[src/rtl/prach_c_plane_tx_if.sv]
// Handshake bundles for prach_c_plane_tx: scheduler request port and
// single-beat Avalon-ST C-plane field source toward the framer.
interface prach_req_if;
  logic        req_valid;
  logic        req_ready;
  logic [1:0]  req_cc;
  logic [7:0]  req_ant_mask;
  logic [7:0]  req_frameId;
  logic [3:0]  req_subframeId;
  logic [5:0]  req_slotId;
  logic [5:0]  req_symbolId;
  logic [15:0] req_timeOffset;
  logic [15:0] req_cpLength;
  logic [11:0] req_sectionId;
  logic [9:0]  req_startPrbc;
  logic [7:0]  req_numPrbc;
  logic [3:0]  req_numSymbol;
  logic [14:0] req_beamid;
  logic [23:0] req_freqOffset;

  modport master (
    output req_valid, req_cc, req_ant_mask, req_frameId, req_subframeId, req_slotId,
           req_symbolId, req_timeOffset, req_cpLength, req_sectionId, req_startPrbc,
           req_numPrbc, req_numSymbol, req_beamid, req_freqOffset,
    input  req_ready
  );
  modport slave (
    input  req_valid, req_cc, req_ant_mask, req_frameId, req_subframeId, req_slotId,
           req_symbolId, req_timeOffset, req_cpLength, req_sectionId, req_startPrbc,
           req_numPrbc, req_numSymbol, req_beamid, req_freqOffset,
    output req_ready
  );
endinterface

interface prach_c_if;
  logic        avst_source_c_valid;
  logic        avst_source_c_ready;
  logic        avst_source_c_startofpacket;
  logic        avst_source_c_endofpacket;
  logic [15:0] tx_c_rtc_id;
  logic [15:0] tx_c_seq_id;
  logic        tx_c_dataDirection;
  logic [2:0]  tx_c_payloadVersion;
  logic [3:0]  tx_c_filterIndex;
  logic [7:0]  tx_c_sectionType;
  logic [7:0]  tx_c_frameId;
  logic [3:0]  tx_c_subframeId;
  logic [5:0]  tx_c_slotId;
  logic [5:0]  tx_c_symbolId;
  logic [15:0] tx_c_timeOffset;
  logic [15:0] tx_c_cpLength;
  logic [11:0] tx_c_sectionId;
  logic [9:0]  tx_c_startPrbc;
  logic [7:0]  tx_c_numPrbc;
  logic [3:0]  tx_c_numSymbol;
  logic [14:0] tx_c_beamid;
  logic [23:0] tx_c_freqOffset;
  logic [7:0]  tx_c_frameStructure;
  logic [7:0]  tx_c_udCompHdr;
  logic        tx_c_rb;
  logic        tx_c_symInc;
  logic        tx_c_ef;
  logic [11:0] tx_c_reMask;

  modport master (
    output avst_source_c_valid, avst_source_c_startofpacket, avst_source_c_endofpacket,
           tx_c_rtc_id, tx_c_seq_id, tx_c_dataDirection, tx_c_payloadVersion,
           tx_c_filterIndex, tx_c_sectionType, tx_c_frameId, tx_c_subframeId, tx_c_slotId,
           tx_c_symbolId, tx_c_timeOffset, tx_c_cpLength, tx_c_sectionId, tx_c_startPrbc,
           tx_c_numPrbc, tx_c_numSymbol, tx_c_beamid, tx_c_freqOffset, tx_c_frameStructure,
           tx_c_udCompHdr, tx_c_rb, tx_c_symInc, tx_c_ef, tx_c_reMask,
    input  avst_source_c_ready
  );
  modport slave (
    input  avst_source_c_valid, avst_source_c_startofpacket, avst_source_c_endofpacket,
           tx_c_rtc_id, tx_c_seq_id, tx_c_dataDirection, tx_c_payloadVersion,
           tx_c_filterIndex, tx_c_sectionType, tx_c_frameId, tx_c_subframeId, tx_c_slotId,
           tx_c_symbolId, tx_c_timeOffset, tx_c_cpLength, tx_c_sectionId, tx_c_startPrbc,
           tx_c_numPrbc, tx_c_numSymbol, tx_c_beamid, tx_c_freqOffset, tx_c_frameStructure,
           tx_c_udCompHdr, tx_c_rb, tx_c_symInc, tx_c_ef, tx_c_reMask,
    output avst_source_c_ready
  );
endinterface

[src/rtl/prach_c_plane_tx.sv]
// PRACH (Section Type 3) C-plane transmitter: expands one scheduler request
// over its antenna mask into one single-beat field message per antenna.
module prach_c_plane_tx #(
  parameter logic [7:0] FRAME_STRUCTURE = 8'hC1,
  parameter logic [7:0] UD_COMP_HDR     = 8'h00,
  parameter logic [2:0] PAYLOAD_VERSION = 3'd1
) (
  input  logic        clk,
  input  logic        rst,
  prach_req_if.slave  req,
  prach_c_if.master   src,
  output logic        err_bad_cc
);
  localparam int unsigned N_CNT = 24;

  typedef enum logic {IDLE, SEND} state_t;

  state_t     state;
  logic [7:0] mask_q;
  logic [1:0] cc_q;
  logic [2:0] cur_ant;
  logic [7:0] seq_cnt [N_CNT];

  logic [7:0]  rest_mask;
  logic [7:0]  ld_mask;
  logic [1:0]  ld_cc;
  logic [2:0]  ld_ant;
  logic [4:0]  ld_idx;
  logic [15:0] ld_seq;

  function automatic logic [2:0] low_ant(input logic [7:0] m);
    low_ant = 3'd0;
    for (int i = 7; i >= 0; i--) if (m[i]) low_ant = 3'(i);
  endfunction

  // DU_ID=0 | Band_Sector=ant[2] | CC_ID=cc | Ant_ID=ant[1:0]
  function automatic logic [15:0] rtc_of(input logic [1:0] cc, input logic [2:0] a);
    rtc_of = {7'd0, a[2], 2'd0, cc, 2'd0, a[1:0]};
  endfunction

  // Next antenna to present: first of a new request, or next after a handshake.
  always_comb begin
    rest_mask = mask_q & (mask_q - 8'd1);
    ld_mask   = rest_mask;
    ld_cc     = cc_q;
    if (state == IDLE) begin
      ld_mask = req.req_ant_mask;
      ld_cc   = req.req_cc;
    end
    ld_ant = low_ant(ld_mask);
    ld_idx = (ld_cc == 2'd3) ? 5'd0 : {ld_cc, ld_ant};
    ld_seq = {seq_cnt[ld_idx], 1'b1, 7'd0};
  end

  always_ff @(posedge clk or posedge rst) begin
    if (rst) begin
      state                           <= IDLE;
      req.req_ready                   <= 1'b0;
      err_bad_cc                      <= 1'b0;
      mask_q                          <= '0;
      cc_q                            <= '0;
      cur_ant                         <= '0;
      for (int i = 0; i < N_CNT; i++) seq_cnt[i] <= '0;
      src.avst_source_c_valid         <= 1'b0;
      src.avst_source_c_startofpacket <= 1'b0;
      src.avst_source_c_endofpacket   <= 1'b0;
      src.tx_c_rtc_id                 <= '0;
      src.tx_c_seq_id                 <= '0;
      src.tx_c_dataDirection          <= '0;
      src.tx_c_payloadVersion         <= '0;
      src.tx_c_filterIndex            <= '0;
      src.tx_c_sectionType            <= '0;
      src.tx_c_frameId                <= '0;
      src.tx_c_subframeId             <= '0;
      src.tx_c_slotId                 <= '0;
      src.tx_c_symbolId               <= '0;
      src.tx_c_timeOffset             <= '0;
      src.tx_c_cpLength               <= '0;
      src.tx_c_sectionId              <= '0;
      src.tx_c_startPrbc              <= '0;
      src.tx_c_numPrbc                <= '0;
      src.tx_c_numSymbol              <= '0;
      src.tx_c_beamid                 <= '0;
      src.tx_c_freqOffset             <= '0;
      src.tx_c_frameStructure         <= '0;
      src.tx_c_udCompHdr              <= '0;
      src.tx_c_rb                     <= '0;
      src.tx_c_symInc                 <= '0;
      src.tx_c_ef                     <= '0;
      src.tx_c_reMask                 <= '0;
    end else begin
      err_bad_cc <= 1'b0;
      if (state == IDLE) begin
        req.req_ready <= 1'b1;
        if (req.req_valid && req.req_ready) begin
          if (req.req_cc == 2'd3) begin
            err_bad_cc <= 1'b1;
          end else if (req.req_ant_mask != 8'd0) begin
            state                           <= SEND;
            req.req_ready                   <= 1'b0;
            mask_q                          <= req.req_ant_mask;
            cc_q                            <= req.req_cc;
            cur_ant                         <= ld_ant;
            src.avst_source_c_valid         <= 1'b1;
            src.avst_source_c_startofpacket <= 1'b1;
            src.avst_source_c_endofpacket   <= 1'b1;
            src.tx_c_rtc_id                 <= rtc_of(req.req_cc, ld_ant);
            src.tx_c_seq_id                 <= ld_seq;
            src.tx_c_dataDirection          <= 1'b0;
            src.tx_c_payloadVersion         <= PAYLOAD_VERSION;
            src.tx_c_filterIndex            <= 4'b0001;
            src.tx_c_sectionType            <= 8'd3;
            src.tx_c_frameId                <= req.req_frameId;
            src.tx_c_subframeId             <= req.req_subframeId;
            src.tx_c_slotId                 <= req.req_slotId;
            src.tx_c_symbolId               <= req.req_symbolId;
            src.tx_c_timeOffset             <= req.req_timeOffset;
            src.tx_c_cpLength               <= req.req_cpLength;
            src.tx_c_sectionId              <= req.req_sectionId;
            src.tx_c_startPrbc              <= req.req_startPrbc;
            src.tx_c_numPrbc                <= req.req_numPrbc;
            src.tx_c_numSymbol              <= req.req_numSymbol;
            src.tx_c_beamid                 <= req.req_beamid;
            src.tx_c_freqOffset             <= req.req_freqOffset;
            src.tx_c_frameStructure         <= FRAME_STRUCTURE;
            src.tx_c_udCompHdr              <= UD_COMP_HDR;
            src.tx_c_rb                     <= 1'b0;
            src.tx_c_symInc                 <= 1'b0;
            src.tx_c_ef                     <= 1'b0;
            src.tx_c_reMask                 <= 12'hFFF;
          end
        end
      end else if (src.avst_source_c_valid && src.avst_source_c_ready) begin
        // Handshake: retire this antenna, then present the next or finish.
        seq_cnt[{cc_q, cur_ant}] <= seq_cnt[{cc_q, cur_ant}] + 8'd1;
        mask_q                   <= rest_mask;
        if (rest_mask == 8'd0) begin
          state                           <= IDLE;
          req.req_ready                   <= 1'b1;
          src.avst_source_c_valid         <= 1'b0;
          src.avst_source_c_startofpacket <= 1'b0;
          src.avst_source_c_endofpacket   <= 1'b0;
        end else begin
          cur_ant         <= ld_ant;
          src.tx_c_rtc_id <= rtc_of(cc_q, ld_ant);
          src.tx_c_seq_id <= ld_seq;
        end
      end
    end
  end
endmodule

[src/flat_wrapper.sv]
// flat-port wrapper written by rule: the top's interface ports become plain ports
module prach_c_plane_tx_flat 
#(
  parameter logic [7:0] FRAME_STRUCTURE = 8'hC1,
  parameter logic [7:0] UD_COMP_HDR     = 8'h00,
  parameter logic [2:0] PAYLOAD_VERSION = 3'd1
)
  (clk, rst, err_bad_cc, req_req_valid, req_req_cc, req_req_ant_mask, req_req_frameId, req_req_subframeId, req_req_slotId, req_req_symbolId, req_req_timeOffset, req_req_cpLength, req_req_sectionId, req_req_startPrbc, req_req_numPrbc, req_req_numSymbol, req_req_beamid, req_req_freqOffset, req_req_ready, src_avst_source_c_valid, src_avst_source_c_startofpacket, src_avst_source_c_endofpacket, src_tx_c_rtc_id, src_tx_c_seq_id, src_tx_c_dataDirection, src_tx_c_payloadVersion, src_tx_c_filterIndex, src_tx_c_sectionType, src_tx_c_frameId, src_tx_c_subframeId, src_tx_c_slotId, src_tx_c_symbolId, src_tx_c_timeOffset, src_tx_c_cpLength, src_tx_c_sectionId, src_tx_c_startPrbc, src_tx_c_numPrbc, src_tx_c_numSymbol, src_tx_c_beamid, src_tx_c_freqOffset, src_tx_c_frameStructure, src_tx_c_udCompHdr, src_tx_c_rb, src_tx_c_symInc, src_tx_c_ef, src_tx_c_reMask, src_avst_source_c_ready);
  prach_req_if req_i ();
  prach_c_if src_i ();
  input  logic clk;
  input  logic rst;
  output logic err_bad_cc;
  input wire logic [$bits(req_i.req_valid)-1:0] req_req_valid;
  input wire logic [$bits(req_i.req_cc)-1:0] req_req_cc;
  input wire logic [$bits(req_i.req_ant_mask)-1:0] req_req_ant_mask;
  input wire logic [$bits(req_i.req_frameId)-1:0] req_req_frameId;
  input wire logic [$bits(req_i.req_subframeId)-1:0] req_req_subframeId;
  input wire logic [$bits(req_i.req_slotId)-1:0] req_req_slotId;
  input wire logic [$bits(req_i.req_symbolId)-1:0] req_req_symbolId;
  input wire logic [$bits(req_i.req_timeOffset)-1:0] req_req_timeOffset;
  input wire logic [$bits(req_i.req_cpLength)-1:0] req_req_cpLength;
  input wire logic [$bits(req_i.req_sectionId)-1:0] req_req_sectionId;
  input wire logic [$bits(req_i.req_startPrbc)-1:0] req_req_startPrbc;
  input wire logic [$bits(req_i.req_numPrbc)-1:0] req_req_numPrbc;
  input wire logic [$bits(req_i.req_numSymbol)-1:0] req_req_numSymbol;
  input wire logic [$bits(req_i.req_beamid)-1:0] req_req_beamid;
  input wire logic [$bits(req_i.req_freqOffset)-1:0] req_req_freqOffset;
  output wire logic [$bits(req_i.req_ready)-1:0] req_req_ready;
  output wire logic [$bits(src_i.avst_source_c_valid)-1:0] src_avst_source_c_valid;
  output wire logic [$bits(src_i.avst_source_c_startofpacket)-1:0] src_avst_source_c_startofpacket;
  output wire logic [$bits(src_i.avst_source_c_endofpacket)-1:0] src_avst_source_c_endofpacket;
  output wire logic [$bits(src_i.tx_c_rtc_id)-1:0] src_tx_c_rtc_id;
  output wire logic [$bits(src_i.tx_c_seq_id)-1:0] src_tx_c_seq_id;
  output wire logic [$bits(src_i.tx_c_dataDirection)-1:0] src_tx_c_dataDirection;
  output wire logic [$bits(src_i.tx_c_payloadVersion)-1:0] src_tx_c_payloadVersion;
  output wire logic [$bits(src_i.tx_c_filterIndex)-1:0] src_tx_c_filterIndex;
  output wire logic [$bits(src_i.tx_c_sectionType)-1:0] src_tx_c_sectionType;
  output wire logic [$bits(src_i.tx_c_frameId)-1:0] src_tx_c_frameId;
  output wire logic [$bits(src_i.tx_c_subframeId)-1:0] src_tx_c_subframeId;
  output wire logic [$bits(src_i.tx_c_slotId)-1:0] src_tx_c_slotId;
  output wire logic [$bits(src_i.tx_c_symbolId)-1:0] src_tx_c_symbolId;
  output wire logic [$bits(src_i.tx_c_timeOffset)-1:0] src_tx_c_timeOffset;
  output wire logic [$bits(src_i.tx_c_cpLength)-1:0] src_tx_c_cpLength;
  output wire logic [$bits(src_i.tx_c_sectionId)-1:0] src_tx_c_sectionId;
  output wire logic [$bits(src_i.tx_c_startPrbc)-1:0] src_tx_c_startPrbc;
  output wire logic [$bits(src_i.tx_c_numPrbc)-1:0] src_tx_c_numPrbc;
  output wire logic [$bits(src_i.tx_c_numSymbol)-1:0] src_tx_c_numSymbol;
  output wire logic [$bits(src_i.tx_c_beamid)-1:0] src_tx_c_beamid;
  output wire logic [$bits(src_i.tx_c_freqOffset)-1:0] src_tx_c_freqOffset;
  output wire logic [$bits(src_i.tx_c_frameStructure)-1:0] src_tx_c_frameStructure;
  output wire logic [$bits(src_i.tx_c_udCompHdr)-1:0] src_tx_c_udCompHdr;
  output wire logic [$bits(src_i.tx_c_rb)-1:0] src_tx_c_rb;
  output wire logic [$bits(src_i.tx_c_symInc)-1:0] src_tx_c_symInc;
  output wire logic [$bits(src_i.tx_c_ef)-1:0] src_tx_c_ef;
  output wire logic [$bits(src_i.tx_c_reMask)-1:0] src_tx_c_reMask;
  input wire logic [$bits(src_i.avst_source_c_ready)-1:0] src_avst_source_c_ready;
  assign req_i.req_valid = req_req_valid;
  assign req_i.req_cc = req_req_cc;
  assign req_i.req_ant_mask = req_req_ant_mask;
  assign req_i.req_frameId = req_req_frameId;
  assign req_i.req_subframeId = req_req_subframeId;
  assign req_i.req_slotId = req_req_slotId;
  assign req_i.req_symbolId = req_req_symbolId;
  assign req_i.req_timeOffset = req_req_timeOffset;
  assign req_i.req_cpLength = req_req_cpLength;
  assign req_i.req_sectionId = req_req_sectionId;
  assign req_i.req_startPrbc = req_req_startPrbc;
  assign req_i.req_numPrbc = req_req_numPrbc;
  assign req_i.req_numSymbol = req_req_numSymbol;
  assign req_i.req_beamid = req_req_beamid;
  assign req_i.req_freqOffset = req_req_freqOffset;
  assign req_req_ready = req_i.req_ready;
  assign src_avst_source_c_valid = src_i.avst_source_c_valid;
  assign src_avst_source_c_startofpacket = src_i.avst_source_c_startofpacket;
  assign src_avst_source_c_endofpacket = src_i.avst_source_c_endofpacket;
  assign src_tx_c_rtc_id = src_i.tx_c_rtc_id;
  assign src_tx_c_seq_id = src_i.tx_c_seq_id;
  assign src_tx_c_dataDirection = src_i.tx_c_dataDirection;
  assign src_tx_c_payloadVersion = src_i.tx_c_payloadVersion;
  assign src_tx_c_filterIndex = src_i.tx_c_filterIndex;
  assign src_tx_c_sectionType = src_i.tx_c_sectionType;
  assign src_tx_c_frameId = src_i.tx_c_frameId;
  assign src_tx_c_subframeId = src_i.tx_c_subframeId;
  assign src_tx_c_slotId = src_i.tx_c_slotId;
  assign src_tx_c_symbolId = src_i.tx_c_symbolId;
  assign src_tx_c_timeOffset = src_i.tx_c_timeOffset;
  assign src_tx_c_cpLength = src_i.tx_c_cpLength;
  assign src_tx_c_sectionId = src_i.tx_c_sectionId;
  assign src_tx_c_startPrbc = src_i.tx_c_startPrbc;
  assign src_tx_c_numPrbc = src_i.tx_c_numPrbc;
  assign src_tx_c_numSymbol = src_i.tx_c_numSymbol;
  assign src_tx_c_beamid = src_i.tx_c_beamid;
  assign src_tx_c_freqOffset = src_i.tx_c_freqOffset;
  assign src_tx_c_frameStructure = src_i.tx_c_frameStructure;
  assign src_tx_c_udCompHdr = src_i.tx_c_udCompHdr;
  assign src_tx_c_rb = src_i.tx_c_rb;
  assign src_tx_c_symInc = src_i.tx_c_symInc;
  assign src_tx_c_ef = src_i.tx_c_ef;
  assign src_tx_c_reMask = src_i.tx_c_reMask;
  assign src_i.avst_source_c_ready = src_avst_source_c_ready;
  prach_c_plane_tx #(.FRAME_STRUCTURE(FRAME_STRUCTURE), .UD_COMP_HDR(UD_COMP_HDR), .PAYLOAD_VERSION(PAYLOAD_VERSION)) u_core (.clk(clk), .rst(rst), .req(req_i), .src(src_i), .err_bad_cc(err_bad_cc));
endmodule
[config.mk]
export PLATFORM = sky130hd
export DESIGN_NAME = prach_c_plane_tx_flat
export DESIGN_NICKNAME = d
export VERILOG_FILES = /design/src/rtl/prach_c_plane_tx_if.sv /design/src/rtl/prach_c_plane_tx.sv /design/src/flat_wrapper.sv
export SDC_FILE = /design/constraint.sdc
export NUM_CORES = 1
export LEC_CHECK = 0
export CORE_MARGIN = 2
export CORE_UTILIZATION = 45
export DETAILED_ROUTE_END_ITERATION = 10
export MAX_ROUTING_LAYER = met4
export PLACE_DENSITY = 0.69
export SYNTH_ARGS = -nofsm -noshare
export SYNTH_HDL_FRONTEND = slang
export SYNTH_SLANG_ARGS = --single-unit
[constraint.sdc]
create_clock -name clk -period 16.9 [get_ports clk]
set_input_delay 3.38 -clock clk [delete_from_list [all_inputs] [get_ports clk]]
set_output_delay 3.38 -clock clk [all_outputs]
set_load 0.05 [all_outputs]
==> results of run 1 <==
-- cells by family after synthesis --
family	after synthesis
flops	350
xor+xnor	6
simple gates	347
buf+inv	192
compound gates	279
fa+ha+maj	2
other cells	1
mux	316
-- worst max-delay path, stage by stage --
cell and delay, ns:
clkdlybuf4s50_1 0.43, nor2b_1 0.17, a31oi_1 0.44, a32o_4 0.50, buf_4 0.72, mux2_2 0.42, a222oi_1 0.36, nand4_1 0.25
o31ai_1 0.28
-- per-stage QoR --
step / worst slack (ns) / util
2_1_floorplan: 3.81 / -
3_3_place_gp: 10.0 / 0.543
3_5_place_dp: 9.95 / 0.543
4_1_cts: 10.53 / 0.580
5_1_grt: 10.28 / 0.580
6_report: 10.38 / 0.580
-- registers in the layout (all words and copies together) (netlist names), 2 cells and up --
name,cells
u_core.mask_q,8
u_core.src.tx_c_symbolId,6
u_core.cur_ant,2
u_core.src.tx_c_numSymbol,4
u_core.src.tx_c_cpLength,16
u_core.cc_q,2
u_core.src.tx_c_timeOffset,16
u_core.src.tx_c_subframeId,4
u_core.src.tx_c_freqOffset,24
u_core.src.tx_c_seq_id,9
u_core.src.tx_c_beamid,15
u_core.src.tx_c_numPrbc,8
u_core.src.tx_c_frameId,8
u_core.src.tx_c_slotId,6
u_core.seq_cnt,192
u_core.src.tx_c_startPrbc,10
u_core.src.tx_c_sectionId,12
u_core.src.tx_c_rtc_id,3
-- cell usage after synthesis (4+ instances only) --
cell	count	share of area
inv_1	11	0.0024
mux2i_1	42	0.024
xnor2_1	4	0.0020
nand2b_1	21	0.0076
a22o_1	5	0.0025
nand4_1	13	0.0047
a211o_1	38	0.019
dfrtp_1	350	0.50
a41oi_1	7	0.0035
nor2b_1	6	0.0022
mux2_2	226	0.15
nand3_1	22	0.0063
clkbuf_1	93	0.020
o21ai_0	116	0.033
nor3_1	20	0.0058
mux4_2	48	0.062
and3_1	42	0.015
a22oi_1	34	0.015
buf_2	14	0.0040
buf_4	68	0.029
nand2_1	164	0.035
nor3b_1	4	0.0017
and2_1	12	0.0043
a21oi_1	23	0.0066
a222oi_1	7	0.0040
o31ai_1	11	0.0048
a31oi_1	14	0.0050
nor2_1	29	0.0063
-- where the power goes --
| part | internal, W | leakage [nW] | switching [W] |
|---|---|---|---|
| clock network | 0.000547 | 0.679 | 0.000355 |
| logic | 0.0000296 | 4.52 | 0.0000446 |
| registers | 0.000838 | 4.85 | 0 |
| total | 0.00142 | 10.0 | 0.000400 |
-- worst max-delay path by stage --
stage,endpoint,slack [ns],cells past startpoint
2_1_floorplan,u_core.cc_q[0]$_DFFE_PP0P_,3.81,1
5_1_grt,u_core.src.tx_c_seq_id[14]$_DFFE_PP0P_,10.28,9
3_5_place_dp,u_core.src.tx_c_seq_id[10]$_DFFE_PP0P_,9.95,9
3_3_place_gp,u_core.src.tx_c_seq_id[14]$_DFFE_PP0P_,10.0,9
4_1_cts,u_core.src.tx_c_seq_id[10]$_DFFE_PP0P_,10.53,9
6_report,u_core.src.tx_c_seq_id[10]$_DFFE_PP0P_,10.38,9
-- cell type report --
| class | instances | area, um^2 | area share |
|---|---|---|---|
| clock buffers | 51 | 1120 | 0.0512 |
| clock inverters | 21 | 246 | 0.0112 |
| inverters | 11 | 48.8 | 0.00222 |
| multi-input cells | 996 | 7830 | 0.357 |
| flip-flops and latches | 350 | 8760 | 0.400 |
| well taps | 511 | 639 | 0.0292 |
| repair buffers | 333 | 3290 | 0.150 |
-- layer usage --
layer,vias up,track usage,share of wire
li1,5799,-,-
met1,6593,0.329,0.40
met2,623,0.407,0.48
met3,100,0.0606,0.086
met4,0,0.0886,0.031
met5,-,-,0
-- cells in the final DEF (no fill, tap or decap), types with 3 or more instances in the layout --
cell type        count
nand2b_1            21
clkdlybuf4s50_1    309
nand4_1             13
o31ai_1             11
a222oi_1             7
clkbuf_8             6
clkinv_2            11
nand3_1             22
a22o_1               5
inv_1               10
nor2b_1              6
and3b_1              3
mux2_2             226
mux2i_1             42
a22oi_1             34
a41oi_1              7
nor4_1               3
clkbuf_16           41
bufinv_16            5
conb_1              46
or2_2                3
mux4_2              48
a21oi_1             22
and3_1              42
and2_1              12
nor3b_1              4
clkinv_4             3
a211o_1             38
a31oi_1             14
nor2_1              29
o21ai_0            116
clkbuf_1             4
or4_1                3
nand2_1            164
dfrtp_1            348
nor3_1              20
a21o_1               3
buf_4               23
==> summary.md, run 1 <==
| Metric | Value |
|---|---|
| CP Launch Type | `primary input` |
| Hold Slack | `0.460 ns` |
| Clk buf depth | `3` |
| Final wirelength | `50900 um` |
| PostCTS Resize Cnt | `0` |
| Die span in x | `201 um` |
| CP Capture Type | `register` |
| Status | `complete, no violations` |
| Fmax | `0.153 GHz` |
| Clock skew | `0.0288 ns` |
| RSZ-0062 raised after global routing | `false` |
| Synth unique cells | `56` |
| Synth async-reset ratio | `1.00` |
| CTS H-tree depth | `2` |
| Standard-cell rows | `71` |
| Slew @ Worst Pin | `1.10 ns` |
| GRT Residual Overflow | `0` |
| CP Launch Point | `req_req_ant_mask[2]` |
| Main combinational cell family by area after synthesis | `multiplexers` |
| Worst hold endpoint | `u_core.src.tx_c_seq_id[7]$_DFFE_PP0P_` |
| Fin Setup TNS | `0 ns` |
| Final instance area | `0.0219 mm^2` |
| Setup Crit Path Kind | `in2reg` |
| Register clock-pin slew on the reported worst setup and hold paths | `0.07 ns` |
| Worst min-delay path class | `reg2reg` |
| Post-synthesis instance total | `1493` |
| Routability congestion estimate | `0.923` |
| Final period util | `0.386` |
| Mean post-synth cell area | `11.6 um^2` |
| Total power | `0.00181 W` |
| Netlist Area Pre-Place | `0.0174 mm^2` |
| Clock Sinks | `350` |
| Share of cells above drive strength 1 | `0.216` |
| Final Slew Violations | `0` |
| Pwr Density | `82.7 mW/mm^2` |
| Routed len/inst | `22.4 um` |
| Pin count of the biggest net entering global routing | `179` |
| Maxcap violations | `0` |
| HP Start | `u_core.src.tx_c_seq_id[7]$_DFFE_PP0P_` |
| Worst reg-to-reg setup slack | `12.25 ns` |
| I/O pins | `356` |
| # DRC | `0` |
| Die Ht | `201 um` |
| Die outline area | `0.0402 mm^2` |
| Initial antenna violation count | `0` |
| Number of synthesized flops with an enable pin | `0` |
| DP Area | `0.0206 mm^2` |
| Multiplexer share of the synthesized area | `0.233` |
| CTS tree | `yes` |
| Core area | `0.0378 mm^2` |
| Post-synthesis simple-gate area fraction | `0.0951` |
| FF-to-FF Start | `u_core.cur_ant[0]$_DFFE_PP0P_` |
| Worst-path fanout max | `70` |
| Vias in the first global route | `13.1k` |
| Hold violation count in the final report | `0` |
| Initial Util | `0.459` |
| Non-filler cells, final | `2273` |
| Post-Synth XOR/XNOR Area | `0.00302` |
| Input/output buffers | `309` |
| Area grow syn2layout | `26.2%` |
| Root Driver | `clkbuf_16` |
| DR iter-0 viols | `1069` |
| Inst Count DP | `2201` |
| Flops & latches, synth | `350` |
| Cts hold-fix bufs | `0` |
| TritonCTS Buffers | `40` |
| Hpwl dp | `35300 um` |
| R2R Path End | `u_core.seq_cnt[111]$_DFFE_PP0P_` |
| Vias | `13.1k` |
| N_diodes | `0` |
| Worst hold path stage count | `1` |
| Post-Synth Adder-Cell Area | `0.00130` |
| # fillers | `3161` |
| Sequential fraction of the synthesis area | `0.504` |
| GR Util All Layers | `0.258` |
| DR vias/cell | `5.77` |
| Worst slew margin | `0.264` |
| DR pass1 iterations | `6` |
| Top_reg_cell synth | `dfrtp_1` |
| Post-CTS Setup Bufs | `0` |
| Synth warnings | `0` |
| Synth Area in Compound Gates | `0.105` |
| Routed Antenna Nets | `0` |
| Setup violations, final | `0` |
| Worst EP required | `17.37 ns` |
| Worst skew pair latency | `0.56 ns` |
| Minimum clock period after layout | `6.52 ns` |
| WP data arrival | `6.99 ns` |
| R2R depth | `10` |
| P_leak | `10.0 nW` |
| Max rail drop VDD | `0.0578 mV` |
| Fin nets | `1876` |
| Global-route wire length before repair | `78600 um` |
No activity file was read; power rests on OpenSTA's default activity.
==> run 2, diff against run 1 <==
--- a/config.mk
+++ b/config.mk
@@ -9,7 +9,7 @@
 export CORE_UTILIZATION = 45
 export DETAILED_ROUTE_END_ITERATION = 10
 export MAX_ROUTING_LAYER = met4
-export PLACE_DENSITY = 0.69
+export PLACE_DENSITY = 0.72
 export SYNTH_ARGS = -nofsm -noshare
 export SYNTH_HDL_FRONTEND = slang
 export SYNTH_SLANG_ARGS = --single-unit
==> constraint.sdc (replaced) <==
create_clock -name clk -period 5.3 [get_ports clk]
set_input_delay 1.06 -clock clk [delete_from_list [all_inputs] [get_ports clk]]
set_output_delay 1.06 -clock clk [all_outputs]
set_load 0.05 [all_outputs]
==> summary.md, run 2 (synthesis results as in run 1) <==
| Metric | Value |
|---|---|
| Crit path to | `u_core.seq_cnt[190]$_DFFE_PP0P_` |
| RSZ-0062 raised after global routing | `false` |
| # DRC | `0` |
| Routed Antenna Nets | `0` |
| WP data arrival | `4.58 ns` |
| Top Registers | `u_core.seq_cnt x192, u_core.src.tx_c_freqOffset x24` |
| Worst-path fanout max | `43` |
| CP Launch Point | `u_core.cur_ant[0]$_DFFE_PP0P_` |
| Setup Crit Path Kind | `reg2reg` |
| Worst EP required | `5.72 ns` |
| Initial antenna violation count | `1` |
| Final core utilization | `0.581` |
| Minimum clock period after layout | `4.15 ns` |
| PostCTS Resize Cnt | `0` |
| Final period util | `0.783` |
| Worst slew margin | `0.167` |
| CP Capture Type | `register` |
| Core area | `0.0378 mm^2` |
| Setup violations, final | `0` |
| Final wirelength | `51700 um` |
| P_leak | `10.1 nW` |
| Inst Count DP | `2209` |
| Pre-CTS setup slack | `0.898 ns` |
| Clock skew | `0.0246 ns` |
| Clk buf depth | `3` |
| Die Ht | `201 um` |
| Fmax | `0.241 GHz` |
| I/O pins | `356` |
| PnR worst setup slack | `1.15 ns` |
| CTS tree | `yes` |
| Most flop-heavy register | `u_core.seq_cnt` |
| Slew @ Worst Pin | `1.25 ns` |
| Worst hold path stage count | `1` |
| Global-route wire length before repair | `81400 um` |
| CP Launch Type | `register` |
| Hold Slack | `0.462 ns` |
| DR pass1 iterations | `9` |
| Die span in x | `201 um` |
| Worst reg-to-reg setup slack | `1.15 ns` |
| Largest register FFs | `192` |
| Maxcap violations | `0` |
| Status | `complete, no violations` |
| CTS H-tree depth | `2` |
| Fin Setup TNS | `0 ns` |
| Commonest non-fill, non-tap cell in the layout | `dfrtp_1` |
| DR vias/cell | `5.87` |
| Input/output buffers | `309` |
| GR Util All Layers | `0.265` |
| Initial Util | `0.459` |
| R2R Path End | `u_core.seq_cnt[190]$_DFFE_PP0P_` |
| Register clock-pin slew on the reported worst setup and hold paths | `0.06 ns` |
| Post-CTS Setup Bufs | `0` |
| R2R depth | `9` |
| Die outline area | `0.0402 mm^2` |
| Cts hold-fix bufs | `0` |
| FF-to-FF Start | `u_core.cur_ant[0]$_DFFE_PP0P_` |
| Worst min-delay path class | `reg2reg` |
| Root Driver | `clkbuf_16` |
| DR iter-0 viols | `1217` |
| Routed len/inst | `22.7 um` |
| Non-filler cells, final | `2281` |
| Hold violation count in the final report | `0` |
| Most frequent cells in the layout | `348 x dfrtp_1, 309 x clkdlybuf4s50_1, 226 x mux2_2` |
| Share of cells above drive strength 1 | `0.215` |
| Area grow syn2layout | `26.5%` |
| Fin nets | `1884` |
| Clock Sinks | `350` |
| Routability congestion estimate | `0.901` |
| Worst skew pair latency | `0.57 ns` |
| Pin count of the biggest net entering global routing | `144` |
| Standard-cell rows | `71` |
| Vias | `13.4k` |
| TritonCTS Buffers | `40` |
| Pwr Density | `261 mW/mm^2` |
| Hpwl dp | `36100 um` |
| Final Slew Violations | `0` |
| Max rail drop VDD | `0.253 mV` |
| Vias in the first global route | `13.4k` |
| GRT Residual Overflow | `0` |
## run 2: how the worst min path moves through the flow
stage | start | end | slack, ns
after floorplan | u_core.seq_cnt[128]$_DFFE_PP0P_ | u_core.seq_cnt[128]$_DFFE_PP0P_ | 0.46
after global placement | u_core.src.tx_c_seq_id[7]$_DFFE_PP0P_ | u_core.src.tx_c_seq_id[7]$_DFFE_PP0P_ | 0.45
after detailed placement | u_core.src.tx_c_seq_id[7]$_DFFE_PP0P_ | u_core.src.tx_c_seq_id[7]$_DFFE_PP0P_ | 0.46
after CTS | u_core.src.tx_c_seq_id[7]$_DFFE_PP0P_ | u_core.src.tx_c_seq_id[7]$_DFFE_PP0P_ | 0.47
after global routing | u_core.seq_cnt[182]$_DFFE_PP0P_ | u_core.seq_cnt[182]$_DFFE_PP0P_ | 0.51
final | u_core.src.tx_c_seq_id[7]$_DFFE_PP0P_ | u_core.src.tx_c_seq_id[7]$_DFFE_PP0P_ | 0.46
## run 2: through the flow
stage / area [um^2] / total power [W]
floorplan: 17600 / 0.00286
global placement: 20700 / 0.00296
detailed placement: 20700 / 0.00296
CTS: 22000 / 0.00580
global route: 22000 / 0.00592
finish: 22000 / 0.00573
## run 2: critical path, stage by stage, from the launching register on
cell	delay, ns
dfrtp_4	0.96
mux4_2	0.59
a22oi_1	0.27
and3_1	0.25
inv_1	0.32
ha_1	0.36
nand2_1	0.08
xor2_1	0.70
buf_4	0.31
o21ai_0	0.12
## run 2: where the power goes
group / switching, W / total [W] / internal, W
logic: 0.000143 / 0.000240 / 0.0000967
registers: 0 / 0.00267 / 0.00267
clock network: 0.00114 / 0.00282 / 0.00168
total: 0.00128 / 0.00573 / 0.00445
## run 2: metal layers
layer | global-route usage | up-vias | routed length, um
met3 | 0.0628 | 86 | 4710
met5 | - | - | 0
met2 | 0.420 | 754 | 25200
li1 | - | 5806 | -
met1 | 0.344 | 6738 | 20800
met4 | 0.0683 | 0 | 1060
## run 2: final cells by class
class	instances	area, um^2
Clock inverter	14	206
Inverter	11	45.0
Timing Repair Buffer	341	3380
Antenna cell	1	2.50
Tap cell	511	639
Sequential cell	350	8760
Clock buffer	57	1120
Fill cell	3115	15900
Multi-Input combinational cell	996	7820
